File: src/rtl/ifu_pkg.sv
// Shared types and constants for the instruction fetch unit.
package ifu_pkg;

   localparam int unsigned IFU_XLEN     = 32;
   localparam logic [31:0] IFU_RESET_PC = 32'h8000_0000;
   localparam logic [31:0] IFU_NOP      = 32'h0000_0013;

   typedef enum logic [1:0] {
      ST_REQ  = 2'd0,
      ST_WAIT = 2'd1,
      ST_OUT  = 2'd2
   } ifu_state_e;

   function automatic logic is_misaligned(input logic [1:0] lsb);
      return (lsb != 2'b00);
   endfunction

endpackage

File: src/rtl/ifu_fetch_if.sv
// Fetch-unit bus bundle: instruction-memory request/response, core output
// channel and the redirect input from execute. master = fetch unit side.
interface ifu_fetch_if
   import ifu_pkg::*;
#(
   parameter int unsigned XLEN = IFU_XLEN
) ();

   logic            imem_req_valid;
   logic            imem_req_ready;
   logic [XLEN-1:0] imem_req_addr;
   logic            imem_resp_valid;
   logic            imem_resp_ready;
   logic [XLEN-1:0] imem_resp_data;
   logic            imem_resp_err;
   logic            inst_valid;
   logic            inst_ready;
   logic [XLEN-1:0] inst;
   logic [XLEN-1:0] inst_pc;
   logic            inst_fault;
   logic            redirect_valid;
   logic [XLEN-1:0] redirect_pc;

   modport master (
      output imem_req_valid, imem_req_addr, imem_resp_ready,
      output inst_valid, inst, inst_pc, inst_fault,
      input  imem_req_ready, imem_resp_valid, imem_resp_data, imem_resp_err,
      input  inst_ready, redirect_valid, redirect_pc
   );

   modport slave (
      input  imem_req_valid, imem_req_addr, imem_resp_ready,
      input  inst_valid, inst, inst_pc, inst_fault,
      output imem_req_ready, imem_resp_valid, imem_resp_data, imem_resp_err,
      output inst_ready, redirect_valid, redirect_pc
   );

endinterface

File: src/rtl/ifu_redirect_latch.sv
// Holds a redirect target that arrived while a fetch was in flight.
// A new set overwrites the stored target (newest wins); set beats clear.
module ifu_redirect_latch
   import ifu_pkg::*;
#(
   parameter int unsigned XLEN = IFU_XLEN
) (
   input  logic            clk,
   input  logic            rst,
   input  logic            set_i,
   input  logic [XLEN-1:0] set_pc_i,
   input  logic            clr_i,
   output logic            pend_o,
   output logic [XLEN-1:0] pc_o
);

   logic            pend_q;
   logic            pend_d;
   logic [XLEN-1:0] pc_q;
   logic [XLEN-1:0] pc_d;

   always_comb begin
      pend_d = pend_q;
      pc_d   = pc_q;
      if (set_i) begin
         pend_d = 1'b1;
         pc_d   = set_pc_i;
      end else if (clr_i) begin
         pend_d = 1'b0;
      end else begin
         pend_d = pend_q;
      end
   end

   always_ff @(posedge clk or negedge rst) begin
      if (!rst) begin
         pend_q <= 1'b0;
         pc_q   <= {XLEN{1'b0}};
      end else begin
         pend_q <= pend_d;
         pc_q   <= pc_d;
      end
   end

   assign pend_o = pend_q;
   assign pc_o   = pc_q;

endmodule

File: src/rtl/ifu_fetch.sv
// Instruction fetch stage: one outstanding imem read, valid/ready output to the core,
// redirect handling. Optional IFU_MISALIGN_CHECK_EN faults misaligned PCs instead of masking them.
module ifu_fetch
   import ifu_pkg::*;
#(
   parameter int unsigned     XLEN     = IFU_XLEN,
   parameter logic [XLEN-1:0] RESET_PC = IFU_RESET_PC
) (
   input  logic        clk,
   input  logic        rst,
   ifu_fetch_if.master bus
);

   ifu_state_e      state_q;
   ifu_state_e      state_d;
   logic [XLEN-1:0] pc_q;
   logic [XLEN-1:0] pc_d;
   logic [XLEN-1:0] inst_q;
   logic [XLEN-1:0] inst_d;
   logic [XLEN-1:0] inst_pc_q;
   logic [XLEN-1:0] inst_pc_d;
   logic            fault_q;
   logic            fault_d;

   logic            redir_set_s;
   logic            redir_clr_s;
   logic            redir_pend_s;
   logic [XLEN-1:0] redir_pc_s;
   logic [XLEN-1:0] rpc_cap_s;
   logic            misalign_s;

`ifdef IFU_MISALIGN_CHECK_EN
   assign rpc_cap_s  = bus.redirect_pc;
   assign misalign_s = is_misaligned(pc_q[1:0]);
`else
   assign rpc_cap_s  = {bus.redirect_pc[XLEN-1:2], 2'b00};
   assign misalign_s = 1'b0;
`endif

   ifu_redirect_latch #(.XLEN(XLEN)) u_redir (
      .clk      (clk),
      .rst      (rst),
      .set_i    (redir_set_s),
      .set_pc_i (rpc_cap_s),
      .clr_i    (redir_clr_s),
      .pend_o   (redir_pend_s),
      .pc_o     (redir_pc_s)
   );

   always_ff @(posedge clk or negedge rst) begin
      if (!rst) begin
         state_q   <= ST_REQ;
         pc_q      <= RESET_PC;
         inst_q    <= {XLEN{1'b0}};
         inst_pc_q <= {XLEN{1'b0}};
         fault_q   <= 1'b0;
      end else begin
         state_q   <= state_d;
         pc_q      <= pc_d;
         inst_q    <= inst_d;
         inst_pc_q <= inst_pc_d;
         fault_q   <= fault_d;
      end
   end

   // A response that arrives with a redirect pending (or arriving) is wrong-path and dropped.
   always_comb begin
      state_d     = state_q;
      pc_d        = pc_q;
      inst_d      = inst_q;
      inst_pc_d   = inst_pc_q;
      fault_d     = fault_q;
      redir_set_s = 1'b0;
      redir_clr_s = 1'b0;
      case (state_q)
         ST_REQ: begin
            if (misalign_s) begin
               if (bus.redirect_valid) begin
                  pc_d = rpc_cap_s;
               end else begin
                  state_d   = ST_OUT;
                  inst_d    = {XLEN{1'b0}};
                  inst_pc_d = pc_q;
                  fault_d   = 1'b1;
               end
            end else begin
               redir_set_s = bus.redirect_valid;
               if (bus.imem_req_ready) begin
                  state_d = ST_WAIT;
               end else begin
                  state_d = ST_REQ;
               end
            end
         end
         ST_WAIT: begin
            if (bus.imem_resp_valid) begin
               if (bus.redirect_valid || redir_pend_s) begin
                  pc_d        = bus.redirect_valid ? rpc_cap_s : redir_pc_s;
                  redir_clr_s = 1'b1;
                  state_d     = ST_REQ;
               end else begin
                  inst_d    = bus.imem_resp_data;
                  inst_pc_d = pc_q;
                  fault_d   = bus.imem_resp_err;
                  state_d   = ST_OUT;
               end
            end else begin
               redir_set_s = bus.redirect_valid;
            end
         end
         ST_OUT: begin
            if (bus.redirect_valid) begin
               pc_d    = rpc_cap_s;
               state_d = ST_REQ;
            end else if (bus.inst_ready) begin
               pc_d    = pc_q + XLEN'(32'd4);
               state_d = ST_REQ;
            end else begin
               state_d = ST_OUT;
            end
         end
         default: begin
            state_d = ST_REQ;
         end
      endcase
   end

   // Request valid is gated by reset because the reset state is REQ.
   always_comb begin
      bus.imem_req_valid  = 1'b0;
      bus.imem_resp_ready = 1'b0;
      bus.inst_valid      = 1'b0;
      case (state_q)
         ST_REQ:  bus.imem_req_valid  = rst && !misalign_s;
         ST_WAIT: bus.imem_resp_ready = 1'b1;
         ST_OUT:  bus.inst_valid      = !bus.redirect_valid;
         default: bus.imem_req_valid  = 1'b0;
      endcase
   end

   assign bus.imem_req_addr = pc_q;
   assign bus.inst          = inst_q;
   assign bus.inst_pc       = inst_pc_q;
   assign bus.inst_fault    = fault_q;

endmodule

File: src/flat_wrapper.sv
// flat-port wrapper written by rule: the top's interface ports become plain ports
module ifu_fetch_flat import ifu_pkg::*;
#(
   parameter int unsigned     XLEN     = IFU_XLEN,
   parameter logic [XLEN-1:0] RESET_PC = IFU_RESET_PC
)
  (clk, rst, bus_imem_req_valid, bus_imem_req_addr, bus_imem_resp_ready, bus_inst_valid, bus_inst, bus_inst_pc, bus_inst_fault, bus_imem_req_ready, bus_imem_resp_valid, bus_imem_resp_data, bus_imem_resp_err, bus_inst_ready, bus_redirect_valid, bus_redirect_pc);
  ifu_fetch_if #(.XLEN(XLEN)) bus_i ();
  input  logic clk;
  input  logic rst;
  output wire logic [$bits(bus_i.imem_req_valid)-1:0] bus_imem_req_valid;
  output wire logic [$bits(bus_i.imem_req_addr)-1:0] bus_imem_req_addr;
  output wire logic [$bits(bus_i.imem_resp_ready)-1:0] bus_imem_resp_ready;
  output wire logic [$bits(bus_i.inst_valid)-1:0] bus_inst_valid;
  output wire logic [$bits(bus_i.inst)-1:0] bus_inst;
  output wire logic [$bits(bus_i.inst_pc)-1:0] bus_inst_pc;
  output wire logic [$bits(bus_i.inst_fault)-1:0] bus_inst_fault;
  input wire logic [$bits(bus_i.imem_req_ready)-1:0] bus_imem_req_ready;
  input wire logic [$bits(bus_i.imem_resp_valid)-1:0] bus_imem_resp_valid;
  input wire logic [$bits(bus_i.imem_resp_data)-1:0] bus_imem_resp_data;
  input wire logic [$bits(bus_i.imem_resp_err)-1:0] bus_imem_resp_err;
  input wire logic [$bits(bus_i.inst_ready)-1:0] bus_inst_ready;
  input wire logic [$bits(bus_i.redirect_valid)-1:0] bus_redirect_valid;
  input wire logic [$bits(bus_i.redirect_pc)-1:0] bus_redirect_pc;
  assign bus_imem_req_valid = bus_i.imem_req_valid;
  assign bus_imem_req_addr = bus_i.imem_req_addr;
  assign bus_imem_resp_ready = bus_i.imem_resp_ready;
  assign bus_inst_valid = bus_i.inst_valid;
  assign bus_inst = bus_i.inst;
  assign bus_inst_pc = bus_i.inst_pc;
  assign bus_inst_fault = bus_i.inst_fault;
  assign bus_i.imem_req_ready = bus_imem_req_ready;
  assign bus_i.imem_resp_valid = bus_imem_resp_valid;
  assign bus_i.imem_resp_data = bus_imem_resp_data;
  assign bus_i.imem_resp_err = bus_imem_resp_err;
  assign bus_i.inst_ready = bus_inst_ready;
  assign bus_i.redirect_valid = bus_redirect_valid;
  assign bus_i.redirect_pc = bus_redirect_pc;
  ifu_fetch #(.XLEN(XLEN), .RESET_PC(RESET_PC)) u_core (.clk(clk), .rst(rst), .bus(bus_i));
endmodule
File: config.mk
export PLATFORM = sky130hd
export DESIGN_NAME = ifu_fetch_flat
export DESIGN_NICKNAME = d
export VERILOG_FILES = /design/src/rtl/ifu_pkg.sv /design/src/rtl/ifu_fetch_if.sv /design/src/rtl/ifu_redirect_latch.sv /design/src/rtl/ifu_fetch.sv /design/src/flat_wrapper.sv
export SDC_FILE = /design/constraint.sdc
export NUM_CORES = 1
export LEC_CHECK = 0
export CORE_ASPECT_RATIO = 1.1
export CORE_MARGIN = 1
export CORE_UTILIZATION = 45
export CTS_BUF_LIST = sky130_fd_sc_hd__clkbuf_4
export DETAILED_ROUTE_END_ITERATION = 6
export GPL_TIMING_DRIVEN = 0
export PLACE_DENSITY = 0.87
export SLEW_MARGIN = 10
export SYNTH_ARGS = -nofsm -noshare
export SYNTH_HDL_FRONTEND = slang
export SYNTH_SLANG_ARGS = --single-unit
File: constraint.sdc
create_clock -name clk -period 1.8 [get_ports clk]
set_input_delay 0.36 -clock clk [delete_from_list [all_inputs] [get_ports clk]]
set_output_delay 0.36 -clock clk [all_outputs]
set_load 0.01 [all_outputs]
==> metrics.txt <==
status=finished, violations left; failing checks=DRC, setup timing; clk slew on worst S/H paths=between 100 and 150 ps; largest net degree at the start of global routing=51; CP startpoint kind=flop; Worst Path Max Fanout=7; Sum Neg Setup Slack=-5840 ps; Post-DP HPWL=roughly 12000 um; Final period util=1.10; Post-Synth XOR/XNOR Area=0; global-route wire length before repair=30400 um; Post-synth EDFFs=0; commonest non-fill, non-tap cell in the layout=dfrtp_1; Synth Area in Compound Gates=0.123; Avg Vias per Cell=about 6.1; WP data arrival=around 2400 ps; I/O pin total=roughly 170; clock root buffer=clkbuf_4; die area=0.0137 sq mm; total wire length=22600 um; CTS tree=built; PortBufs=approximately 160; largest cells by area after synthesis=dfrtp_1 52%, mux2_2 18%, o21ai_0 4.5%; share of cells above drive strength 1=0.408; initial antenna violation count=0; Global Route Usage Sum=0.291; clk_skew=19.2 ps; Synth Area in Simple Gates=0.131; top-area cell type share of the netlist area=0.524; Final ANT Viol Nets=0; Placer Congestion=~0.88; Most used DFF post-synth=dfrtp_1; cell accounting for the most synthesized area=dfrtp_1; min-delay worst type=in2reg; clk buf depth=2; Mapped Area=0.00597 sq mm; # clock sinks=126; post-synthesis mux area share=0.180; commonest cells after routing, fill and taps aside=100 x dfrtp_1, 85 x dlygate4sd2_1, 67 x clkdlybuf4s50_1, 65 x buf_4, 63 x mux2_4; final total power=0.0125 W; H-tree Lvls=4; GRT overflow=0; FILL cells=between 600 and 700; die height=around 120 um; Leakage=approximately 4.5 nW; Layout Nets=888; Logic pwr share=0.441; Layout area overhead=64.2%; Max IR drop VDD=between 0.0006 and 0.0007 V; Final Hold Viols=0; Synth Instances=between 500 and 600; Critical Path RT=approximately 2300 ps; Least-Margin Pin Slew=between 500 and 600 ps; WL/cell=22.9 um; site row count=43; final setup violation count=74; post-layout minimum cycle time=between 1500 and 2000 ps; CP endpoint kind=flop; main combinational cell family by area after synthesis=multiplexers; Die X=~110 um; pwr/cell area=approximately 1300 mW/mm^2; DRC Markers=24; final setup margin=-178 ps; Crit Path Class=reg2reg; asr flop ratio synth=1.00; Initial Util=0.468; RSZ-0062 raised after global routing=true; final core utilization=0.769; vias in the first global route=between 5000 and 6000; antenna cell count=0; TritonRoute pass-1 iters=7; Seq pwr share=0.383; P_sw=between 0.004 and 0.005 W; Netlist cell types=between 50 and 60; Clock power frac=0.176; synth warn=0; Synth Area in Adders=0.00209; switching share of power=0.362; post-synthesis sequential area ratio=0.528; final hold slack=412 ps; Max Cap Viol=0; worst skew pair latency=approximately 560 ps; internal power=roughly 0.008 W; post-synthesis register bit count=~130; core footprint=around 0.013 sq mm; pre-CTS setup slack=-1040 ps; detailed router's first-iteration violation count=between 800 and 900; Inserted Clock Buffers=17; fin. max-slew vios=0; fmax=506 MHz; via count=6022; Post-Syn Area per Cell=~11 sq um; relative slew slack=0.662
## cells in the mapped netlist, types with 2 or more instances
master,count
a41oi_1,2
a21oi_1,21
or3_1,2
buf_2,7
nand3b_1,2
nor2_1,31
mux2i_1,3
inv_1,6
buf_6,2
o211ai_1,5
o2bb2ai_1,2
or4_1,3
nand4_1,8
a211oi_1,2
a31oi_1,10
nor4_1,3
o21ai_0,54
o22ai_1,4
a221oi_1,4
buf_4,4
clkbuf_1,25
nor3_1,6
nand3_1,12
mux2_2,93
and2_1,2
nand2_1,58
nor4_4,2
and3_1,10
dfrtp_1,125
o31ai_1,2
a22o_1,2
## power by group through the flow
stage          logic [W]  clock network [W]  registers [W]
4_1_cts          0.00450            0.00220        0.00465
6_report         0.00551            0.00220        0.00479
3_5_place_dp     0.00435                  0        0.00483
5_1_grt          0.00580            0.00233        0.00488
2_1_floorplan    0.00143                  0        0.00506
3_3_place_gp     0.00423                  0        0.00475
## through the flow
stage,cells,area (sq um)
2_1_floorplan,543,5990
3_3_place_gp,864,7830
3_5_place_dp,865,7860
4_1_cts,961,9090
5_1_grt,986,9810
6_report,986,9810
## area by class of cell
type                            count  area, sq um  share of cell area
Clock buffer                       18          135              0.0138
Inverter                            7         31.3             0.00319
Buffer                             34          329              0.0336
Multi-Input combinational cell    372         3150               0.321
Tap cell                          157          196              0.0200
Timing Repair Buffer              258         2600               0.265
Clock inverter                     14          186              0.0190
Sequential cell                   126         3190               0.325
## flip-flops by register name, summed over array words and instances, names as in the netlist
| signal | flops |
|---|---|
| u_core.bus.imem_req_addr | 30 |
| u_core.bus.inst_pc | 30 |
| u_core.u_redir.pend_o | 1 |
| u_core.state_q | 2 |
| u_core.u_redir.pc_o | 30 |
| u_core.bus.inst | 32 |
| u_core.bus.inst_fault | 1 |
## layer usage
metal | routed length (um) | up-vias | GRT usage
met4 | 1090 | 0 | 0.173
met5 | 0 | - | 0
met1 | 8310 | 2881 | 0.347
met3 | 2210 | 120 | 0.0657
met2 | 10900 | 506 | 0.487
li1 | - | 2515 | -
## worst max-delay path: stages (launching register included)
cell	delay (ps)
dfrtp_2	450
nand4_4	220
nor3_4	290
nand2_2	120
or4_4	570
o311ai_4	230
## final timing paths
path | from | slack [ps] | to | depth (start not counted)
max | u_core.bus.imem_req_addr[5] | -180 | u_core.bus.imem_req_addr[30] | 5
min | bus_imem_resp_data[16] | 410 | u_core.bus.inst[16] | 2
min in group asynchronous | rst | 470 | u_core.bus.inst_pc[22] | 4
max reg2reg | u_core.bus.imem_req_addr[5] | -180 | u_core.bus.imem_req_addr[30] | 5
min reg2reg | u_core.bus.inst[28] | 520 | u_core.bus.inst[28] | 1
max in group asynchronous | rst | 1020 | u_core.bus.imem_req_addr[5] | 3
## repair_timing
action	in CTS	in global routing
hold buffers	5	2
endpoints found under the setup margin	186	128
resized for setup	229	166
pin swaps	14	18
cloned	9	1
buffers inserted	51	27
endpoints found under the hold margin	50	75
## kinds of logic after synthesis
family / count (synthesis)
adders and majority gates: 1
other: 1
AOI/OAI and AO/OA: 119
buffers and inverters: 45
muxes: 96
and+or+nand+nor: 152
DFF: 126
Note: power is estimated with default switching activity, not from simulation.
